[config.mk]
export PLATFORM = sky130hd
export DESIGN_NAME = pong_ball_engine
export DESIGN_NICKNAME = d
export VERILOG_FILES = /design/src/rtl/pong_ball_engine.sv
export SDC_FILE = /design/constraint.sdc
export NUM_CORES = 1
export LEC_CHECK = 0
export BUFFER_PORTS_ARGS = -buffer_cell sky130_fd_sc_hd__buf_2
export CAP_MARGIN = 20
export CORE_ASPECT_RATIO = 2
export CORE_MARGIN = 10
export CORE_UTILIZATION = 57
export DETAILED_ROUTE_END_ITERATION = 16
export GPL_TIMING_DRIVEN = 0
export PLACE_DENSITY = 0.77
export RECOVER_POWER = 50
export SETUP_SLACK_MARGIN = 0.02
export SLEW_MARGIN = 20
export SYNTH_ARGS = -nofsm -noshare
export SYNTH_HDL_FRONTEND = slang
export SYNTH_SLANG_ARGS = --single-unit
[constraint.sdc]
create_clock -name mclk -period 5.2 [get_ports mclk]
set_input_delay 1.04 -clock mclk [delete_from_list [all_inputs] [get_ports mclk]]
set_output_delay 1.04 -clock mclk [all_outputs]
set_load 0.03 [all_outputs]
[src/rtl/pong_ball_engine.sv]
// Ball physics plus the READY/MOVE/HOLD serve-and-point sequencer for the pong game.
// Coordinates are field-relative centre positions with y growing upward.
module pong_ball_engine #(
  parameter int POS_BITS    = 10,
  parameter int FIELD_W     = 620,
  parameter int FIELD_H     = 360,
  parameter int BALL_R      = 8,
  parameter int BAR_W       = 10,
  parameter int BAR_H       = 60,
  parameter int BAR1_X      = 20,
  parameter int BAR2_X      = 600,
  parameter int VX_MAX      = 6,
  parameter int HITS_PER_UP = 4,
  parameter int HOLD_TICKS  = 60
) (
  input  logic                mclk,
  input  logic                reset_n,
  input  logic                tick,
  input  logic                serve,
  input  logic                pause,
  input  logic [POS_BITS-1:0] bar_1_y,
  input  logic [POS_BITS-1:0] bar_2_y,
  output logic [POS_BITS-1:0] x_ball,
  output logic [POS_BITS-1:0] y_ball,
  output logic                point1,
  output logic                point2,
  output logic [1:0]          state
);

  localparam int S   = POS_BITS + 2;
  localparam int VXW = $clog2(VX_MAX + 1);
  localparam int HW  = $clog2(HITS_PER_UP + 1);
  localparam int CW  = $clog2(HOLD_TICKS + 1);

  typedef logic signed [S-1:0] coord_t;

  localparam coord_t C_R     = coord_t'(BALL_R);
  localparam coord_t C_TOP   = coord_t'(FIELD_H - BALL_R);
  localparam coord_t C_XMAX  = coord_t'(FIELD_W - BALL_R);
  localparam coord_t C_L1    = coord_t'(BAR1_X + BAR_W / 2);
  localparam coord_t C_R2    = coord_t'(BAR2_X - BAR_W / 2);
  localparam coord_t C_REACH = coord_t'(BAR_H / 2 + BALL_R);
  localparam coord_t C_Z0    = coord_t'(BAR_H / 6);
  localparam coord_t C_Z1    = coord_t'(BAR_H / 3);

  localparam logic [POS_BITS-1:0] X_CEN  = POS_BITS'(FIELD_W / 2);
  localparam logic [POS_BITS-1:0] Y_CEN  = POS_BITS'(FIELD_H / 2);
  localparam logic [POS_BITS-1:0] Y_TOP  = POS_BITS'(FIELD_H - BALL_R);
  localparam logic [POS_BITS-1:0] Y_BOT  = POS_BITS'(BALL_R);
  localparam logic [POS_BITS-1:0] X_HIT1 = POS_BITS'(BAR1_X + BAR_W / 2 + BALL_R);
  localparam logic [POS_BITS-1:0] X_HIT2 = POS_BITS'(BAR2_X - BAR_W / 2 - BALL_R);
  localparam logic [VXW-1:0]      VX_INI = VXW'(2);
  localparam logic [VXW-1:0]      VX_TOP = VXW'(VX_MAX);

  typedef enum logic [1:0] {
    ST_READY = 2'b00,
    ST_MOVE  = 2'b01,
    ST_HOLD  = 2'b10
  } state_t;

  state_t              r_state, w_state_nxt;
  logic [POS_BITS-1:0] r_x, r_y, w_x_nxt, w_y_nxt;
  logic [VXW-1:0]      r_vx, w_vx_nxt;
  logic [1:0]          r_vy, w_vy_nxt;
  logic                r_dir_x, r_dir_y, w_dir_x_nxt, w_dir_y_nxt;
  logic [HW-1:0]       r_hits, w_hits_nxt;
  logic [CW-1:0]       r_cnt, w_cnt_nxt;
  logic                r_point1, r_point2, w_point1_nxt, w_point2_nxt;

  logic   w_step;
  coord_t w_xs, w_ys, w_nx, w_ny, w_dy1, w_dy2, w_off1, w_off2, w_dy, w_off;
  logic   w_hit1, w_hit2, w_hit, w_miss_l, w_miss_r, w_miss;

  assign w_step = tick & ~pause;

  // dir_x/dir_y: 1 = right/up
  assign w_xs = coord_t'(r_x);
  assign w_ys = coord_t'(r_y);
  assign w_nx = r_dir_x ? w_xs + coord_t'(r_vx) : w_xs - coord_t'(r_vx);
  assign w_ny = r_dir_y ? w_ys + coord_t'(r_vy) : w_ys - coord_t'(r_vy);

  assign w_dy1  = w_ys - coord_t'(bar_1_y);
  assign w_dy2  = w_ys - coord_t'(bar_2_y);
  assign w_off1 = w_dy1[S-1] ? -w_dy1 : w_dy1;
  assign w_off2 = w_dy2[S-1] ? -w_dy2 : w_dy2;

  assign w_hit1 = !r_dir_x && (w_xs - C_R > C_L1) && (w_nx - C_R <= C_L1) && (w_off1 <= C_REACH);
  assign w_hit2 = r_dir_x && (w_xs + C_R < C_R2) && (w_nx + C_R >= C_R2) && (w_off2 <= C_REACH);
  assign w_hit  = w_hit1 | w_hit2;
  assign w_dy   = r_dir_x ? w_dy2 : w_dy1;
  assign w_off  = r_dir_x ? w_off2 : w_off1;

  assign w_miss_l = !w_hit && (w_nx <= C_R);
  assign w_miss_r = !w_hit && !w_miss_l && (w_nx >= C_XMAX);
  assign w_miss   = w_miss_l | w_miss_r;

  always_ff @(posedge mclk or negedge reset_n) begin
    if (!reset_n) begin
      r_state  <= ST_READY;
      r_x      <= X_CEN;
      r_y      <= Y_CEN;
      r_vx     <= VX_INI;
      r_vy     <= 2'd1;
      r_dir_x  <= 1'b1;
      r_dir_y  <= 1'b1;
      r_hits   <= '0;
      r_cnt    <= '0;
      r_point1 <= 1'b0;
      r_point2 <= 1'b0;
    end else begin
      r_state  <= w_state_nxt;
      r_x      <= w_x_nxt;
      r_y      <= w_y_nxt;
      r_vx     <= w_vx_nxt;
      r_vy     <= w_vy_nxt;
      r_dir_x  <= w_dir_x_nxt;
      r_dir_y  <= w_dir_y_nxt;
      r_hits   <= w_hits_nxt;
      r_cnt    <= w_cnt_nxt;
      r_point1 <= w_point1_nxt;
      r_point2 <= w_point2_nxt;
    end
  end

  always_comb begin
    w_state_nxt  = r_state;
    w_x_nxt      = r_x;
    w_y_nxt      = r_y;
    w_vx_nxt     = r_vx;
    w_vy_nxt     = r_vy;
    w_dir_x_nxt  = r_dir_x;
    w_dir_y_nxt  = r_dir_y;
    w_hits_nxt   = r_hits;
    w_cnt_nxt    = r_cnt;
    w_point1_nxt = 1'b0;
    w_point2_nxt = 1'b0;
    case (r_state)
      ST_READY: begin
        if (w_step && serve) w_state_nxt = ST_MOVE;
      end
      ST_MOVE: begin
        if (w_step) begin
          if (w_hit) begin
            w_x_nxt     = w_hit1 ? X_HIT1 : X_HIT2;
            w_dir_x_nxt = ~r_dir_x;
            if (w_off < C_Z0) begin
              w_vy_nxt = 2'd0;
            end else begin
              w_vy_nxt    = (w_off < C_Z1) ? 2'd1 : 2'd2;
              w_dir_y_nxt = ~w_dy[S-1];
            end
            if (r_hits == HW'(HITS_PER_UP - 1)) begin
              w_hits_nxt = '0;
              w_vx_nxt   = (r_vx >= VX_TOP) ? VX_TOP : r_vx + 1'b1;
            end else begin
              w_hits_nxt = r_hits + 1'b1;
            end
          end else if (w_miss_l) begin
            w_point2_nxt = 1'b1;
            w_dir_x_nxt  = 1'b0;
            w_state_nxt  = ST_HOLD;
          end else if (w_miss_r) begin
            w_point1_nxt = 1'b1;
            w_dir_x_nxt  = 1'b1;
            w_state_nxt  = ST_HOLD;
          end else begin
            w_x_nxt = w_nx[POS_BITS-1:0];
          end
          // Wall is applied after the paddle so it has the final word on dir_y.
          if (!w_miss) begin
            if (w_ny >= C_TOP) begin
              w_y_nxt     = Y_TOP;
              w_dir_y_nxt = 1'b0;
            end else if (w_ny <= C_R) begin
              w_y_nxt     = Y_BOT;
              w_dir_y_nxt = 1'b1;
            end else begin
              w_y_nxt = w_ny[POS_BITS-1:0];
            end
          end
        end
      end
      ST_HOLD: begin
        if (w_step) begin
          if (r_cnt == CW'(HOLD_TICKS - 1)) begin
            w_cnt_nxt   = '0;
            w_state_nxt = ST_READY;
            w_x_nxt     = X_CEN;
            w_y_nxt     = Y_CEN;
            w_vx_nxt    = VX_INI;
            w_vy_nxt    = 2'd1;
            w_dir_y_nxt = 1'b1;
            w_hits_nxt  = '0;
          end else begin
            w_cnt_nxt = r_cnt + 1'b1;
          end
        end
      end
      default: w_state_nxt = ST_READY;
    endcase
  end

  assign x_ball = r_x;
  assign y_ball = r_y;
  assign point1 = r_point1;
  assign point2 = r_point2;
  assign state  = r_state;

endmodule
# == After elaboration in Yosys (flattened, before gate mapping) ==
# Cells that the tools add are included.
# Widths: inputs -> output; s select.
# word_totals
register_bits,40
out_inout_bits,24
# classes
n_mux,71
n_bitwise,6
eq_ne,15
add_sub_neg,15
n_lt_le_gt_ge,13
reduce_logical,24
# op_table
operator,n
$mux 10,13
$mux 12,6
$pmux 10 s2,2
$mux 3,11
$mux 2,13
$ge 12x11->1 const B,2
$le 12x5->1 const B,2
$le 12x7->1 const B,2
$neg 11->12,2
$sub 10x10->11,2
$mux 1,20
$reduce_and 6->1,3
$ne 2x2->1 const B,8
$add 12x5->12 const B,1
$ge 12x10->1 const B,1
$le 12x6->1 const B,1
$lt 12x5->1 const B,1
$lt 12x6->1 const B,1
$pmux 3 s2,2
$sub 12x5->12 const B,1
$add 10x2->11,1
$add 10x3->11,1
$add 10x4->11 const B,1
$gt 11x6->1 const B,1
28 further kinds,46

# == Logic depth before layout (Yosys ltp) ==
# logic_depth
word_depth,17
ltp_mapped,21

# == Worst setup path before layout ==
# OpenSTA, ideal clock, no wires.
# synth_path
path_type,input -> register
from,input port bar_1_y[0]
to,register r_hits[0]
path_stages,16
path_slack_ns,0.604
t_arrival_ns,4.471
path_buffers,1
required_ns,5.075
path_cell_list,ha_1 -> inv_1 -> fa_1 -> inv_1 -> ha_1 -> inv_1 -> or2_2 -> a2111oi_4 -> nand3_1 -> nor4_1 -> a211oi_1 -> or4_1 -> buf_2 -> and2_1 -> a21oi_2 -> mux2_2
# synth_between
elab_chain_cells,8
# synth_lines
element,line_no,text
"start, declared",21,"input logic [POS_BITS-1:0] bar_1_y,"
$sub 10x10->11 (*),82,assign w_dy1 = w_ys - coord_t'(bar_1_y);
$neg 11->12,84,assign w_off1 = w_dy1[S-1] ? -w_dy1 : w_dy1;
$mux 12 (*),84,
$le 12x7->1 (*),87,assign w_hit1 = !r_dir_x && (w_xs - C_R > C_L1) && (w_nx - C_R <= C_L1) && (w_off1 <= C_REACH);
$logic_and 1x1->1 (*),87,
$or 1x1->1 (*),89,assign w_hit = w_hit1 | w_hit2;
$ne 2x2->1 (no line) (*),--,
$reduce_and 5->1 (no line) (*),--,
"end signal, assigned",118,r_hits <= w_hits_nxt;
"end, declared",66,"logic [HW-1:0] r_hits, w_hits_nxt;"
# Mark *: on every way between the ends. The rest lies on a longest branch, timed or not.
# A chain may end at the register's enable or synchronous reset.

# == Worst setup path in the final report ==
# layout_path
from,input port bar_1_y[0]
to,register r_x[7] (netlist: x_ball[7])
# layout_between
elab_chain_cells,13
elab_cells_between_ends,17
classes_between,2 x add/sub; 1 x order compare; 2 x eq/ne; 4 x mux; 1 x bitwise; 7 x reduce/logical
# layout_lines
element,line_no,text
$sub 10x10->11 (*),82,
$neg 11->12,84,
$mux 12 (*),84,
$le 12x7->1 (*),87,
$logic_and 1x1->1 (*),87,
$or 1x1->1 (*),89,
$logic_not 1->1,"93, 94",
$logic_and 1x1->1,93,assign w_miss_l = !w_hit && (w_nx <= C_R);
$logic_not 1->1,94,assign w_miss_r = !w_hit && !w_miss_l && (w_nx >= C_XMAX);
$logic_and 1x1->1 (2 in series),94,
$ne 3x3->1 (no line),--,
$reduce_and 6->1 (no line),--,
"end signal, assigned",112,r_x <= w_x_nxt;
"end, declared",62,"logic [POS_BITS-1:0] r_x, r_y, w_x_nxt, w_y_nxt;"
# Mark *: on every way between the ends. The rest lies on a longest branch, timed or not. The select of a mux whose other input is x is not followed.

==> flow_metrics.env <==
export IMPL_violations="max-capacitance violations, max-slew violations"
export IMPL_power_density_mw_per_mm2=716
export IMPL_vias=5658
export IMPL_highest_layer="met4"
export IMPL_antenna_left=0
export IMPL_clk_pin_slew_worst_paths_ns=0.06
export IMPL_drtPass1Iterations=5
export IMPL_die_y_um=158
export IMPL_wl_met1_mm=5.72
export IMPL_yosysTopAreaCell="dfrtp_1"
export IMPL_crit_family="simple AND/OR/NAND/NOR gates"
export IMPL_track_usage_pct=23.6
export IMPL_synth_seq_area_share_pct=18.8
export IMPL_synthTopCellsByArea="dfrtp_1 (12%), ha_1 (10%), dfstp_2 (6.3%)"
export IMPL_syn_inst=692
export IMPL_synth_area_sq_mm=0.00542
export IMPL_worst_slew_pin_slew_ns=2.27
export IMPL_finalCritPeriodShare_pct=97.4
export IMPL_r2r_cells=17
export IMPL_crit_required_ns=5.35
export IMPL_core_sq_mm=0.00932
export IMPL_grt_pass1_vias=5712
export IMPL_drt_iter0_drc=350
export IMPL_ys_top_cells_by_count="nand2_1 (56), inv_1 (55), nor2_1 (52)"
export IMPL_yosys_area_top_type_share_pct=12.5
export IMPL_p_total_mw=4.29
export IMPL_utilization_pct=64.2
export IMPL_cts_sinks=40
export IMPL_maxSlewViolCount=41
export IMPL_root_buffer="clkbuf_16"
export IMPL_cts_tree="done"
export IMPL_die_x_um=89.0
export IMPL_cpPeakStageDelay_ns=0.55
export IMPL_placed_area_sq_mm=0.00579
export IMPL_crit_type="input pin to flip-flop"
export IMPL_clock_latency_ns=0.29
export IMPL_cp_cell_sequence="buf_2 > ha_1 > inv_1 > fa_1 > inv_1 > ha_1 > inv_1 > or2_2 > a2111oi_4 > nand3_1 > nor4_2 > a211oi_1 > or4_1 > buf_2 > a41o_1 > buf_6 > clkbuf_2 > nand2_1 > o41ai_4"
export IMPL_rows=50
export IMPL_final_nets=824
export IMPL_critPathBufInv=7
export IMPL_route_met2_wl_mm=9.05
export IMPL_wl_per_cell_um=19.6
export IMPL_gp_congestion=0.968
export IMPL_cp_depth=19
export IMPL_start_kind="input pin"
export IMPL_path_max_fanout=10
export IMPL_dieArea_sq_mm=0.0141
export IMPL_slowest_stage="or4_1"
export IMPL_end_kind="flip-flop"
export IMPL_synth_warnings=0
export IMPL_crit_end="x_ball[7]$_DFFE_PN0P_"
export IMPL_io_pins=49
export IMPL_port_buffers=48
export IMPL_grt_pass1_wl_mm=26.3
export IMPL_fin_area_sq_mm=0.00599
export IMPL_start_util_pct=58.2
export IMPL_max_clock_freq_mhz=198
export IMPL_fin_worst_skew_ns=0.00360
export IMPL_r2r_start="x_ball[1]$_DFFE_PN1P_"
export IMPL_grt_max_degree=41
export IMPL_synth_edf_count=0
export IMPL_synth_most_common_cell="nand2_1"
export IMPL_setup_violations=0
export IMPL_hp_class="flip-flop to flip-flop"
export IMPL_r2r_end="x_ball[7]$_DFFE_PN0P_"
export IMPL_clock_path_buffers=2
export IMPL_synth_nets=768
export IMPL_cp_startpoint="bar_1_y[0]"
export IMPL_drt_total_wl_mm=16.8
export IMPL_dp_hpwl_mm=13.0
export IMPL_path_common_cell="inv_1"
export IMPL_fin_crit_ns=5.06
export IMPL_cap_violations=1
export IMPL_diodes=0
export IMPL_drive_gt1_share_pct=14.0
export IMPL_grt_overflow=0
export IMPL_crit_arrival_ns=5.21
export IMPL_antenna_found_initial=0
export IMPL_ys_types=81
export IMPL_leakage_nw=2.66
export IMPL_viasPerCell=6.63
export IMPL_synthArstFlopShare_pct=100
export IMPL_hold_viol=0
export IMPL_numCtsBuffers=5
export IMPL_synth_seq_cells=40
export IMPL_met3_length_um=731
export IMPL_reg2reg_slack_ns=0.26
export IMPL_synth_avg_cell_area_sq_um=7.84
export IMPL_status="finished, violations left"
export IMPL_postCtsHoldBufs=0
export IMPL_fin_hold_ws_ns=0.501
export IMPL_final_fill_count=852
export IMPL_area_growth_pct=10.4
export IMPL_drc=0
export IMPL_cts_max_level=2
export IMPL_synth_flop_cell="dfrtp_1"
export IMPL_slew_headroom_pct=-51.3
export IMPL_finalSetupTns_ns=0
export IMPL_max_vdd_ir_drop_mv=0.476
worst min-delay path, delay by kind of cell, from the launching register on:
family / cells / cell delay [ns]
DFF: 1 / 0.38
buffers and inverters: 1 / 0.06
muxes: 1 / 0.06
sequential cells by signal (all words and copies together) (netlist names):
signal   count
r_vy         2
r_dir_y      1
point2       1
r_vx         3
r_dir_x      1
state        2
r_cnt        6
y_ball      10
r_hits       3
point1       1
x_ball      10
layer usage:
| layer | vias to the layer above | GRT usage [%] |
|---|---|---|
| met4 | 0 | 18.0 |
| li1 | 2658 | - |
| met5 | - | 0 |
| met3 | 86 | 3.14 |
| met2 | 204 | 45.2 |
| met1 | 2710 | 20.9 |
per-stage QoR:
stage	worst slack, ns	std cells
floorplan	0.604	692
global placement	-0.0575	844
detailed placement	-0.133	844
CTS	0.0788	852
global route	-0.0487	853
finish	0.137	853
worst min path at each step:
stage                                   start                  end  slack, ns  depth (start not counted)
after global placement    r_vy[0]$_DFFE_PN1P_  r_vy[0]$_DFFE_PN1P_       0.47                          2
after floorplan           r_vy[0]$_DFFE_PN1P_  r_vy[0]$_DFFE_PN1P_       0.46                          2
after detailed placement  r_vy[0]$_DFFE_PN1P_  r_vy[0]$_DFFE_PN1P_       0.48                          2
final                     r_vy[0]$_DFFE_PN1P_  r_vy[0]$_DFFE_PN1P_       0.50                          2
after CTS                 r_vy[0]$_DFFE_PN1P_  r_vy[0]$_DFFE_PN1P_       0.49                          2
after global routing      r_vy[0]$_DFFE_PN1P_  r_vy[0]$_DFFE_PN1P_       0.52                          2
cell families (layout without fill, tap and decap cells):
family | count (synthesis) | count (layout) | synth area share, %
DFF | 40 | 40 | 18.8
and+or+nand+nor | 234 | 234 | 22.2
AOI/OAI and AO/OA | 221 | 221 | 29.0
buffers and inverters | 82 | 139 | 6.44
muxes | 18 | 18 | 3.51
xor gates and xnor gates | 46 | 46 | 7.43
adders and majority gates | 51 | 51 | 12.6
where the power goes:
group / switching [mW] / leakage, nW / internal, mW
clock network: 0.142 / 0.0669 / 0.178
logic: 2.03 / 2.11 / 1.30
registers: 0.193 / 0.488 / 0.448
area by class of cell:
type                    count  area, sq um  share of cell area (%)
flip-flops and latches     40         1020                    17.0
plain buffers              27          145                    2.42
clock inverters             2         12.5                   0.209
inverters                  55          206                    3.45
well taps                 104          130                    2.17
multi-input cells         570         4110                    68.7
clock buffers               6          129                    2.15
repair buffers             49          233                    3.89
repair_timing:
| action | 4_1_cts | 5_1_grt |
|---|---|---|
| endpoints found under the hold margin | 0 | 0 |
| setup buffers | 0 | 1 |
| setup endpoints to repair | 0 | 22 |
| resized for setup | 0 | 13 |
cell usage in the layout (no fill, tap or decap), drive strengths merged, types with 8 or more instances in the layout:
master  synthesis  final
nor3           21     21
mux2            8      8
xor2           20     20
a211oi         12     12
xnor2          26     26
a21oi          39     39
nand3          23     23
a21o           13     13
o21ai          52     52
o31ai           9      9
mux2i          10     10
dfstp          13     13
clkbuf         19     37
dfrtp          27     27
buf             8     45
a31oi          12     12
inv            55     55
nor2b          15     15
o211ai         11     11
ha             45     45
or3            12     12
nand2          56     56
nor2           53     53
No activity file was read; power rests on OpenSTA's default activity.
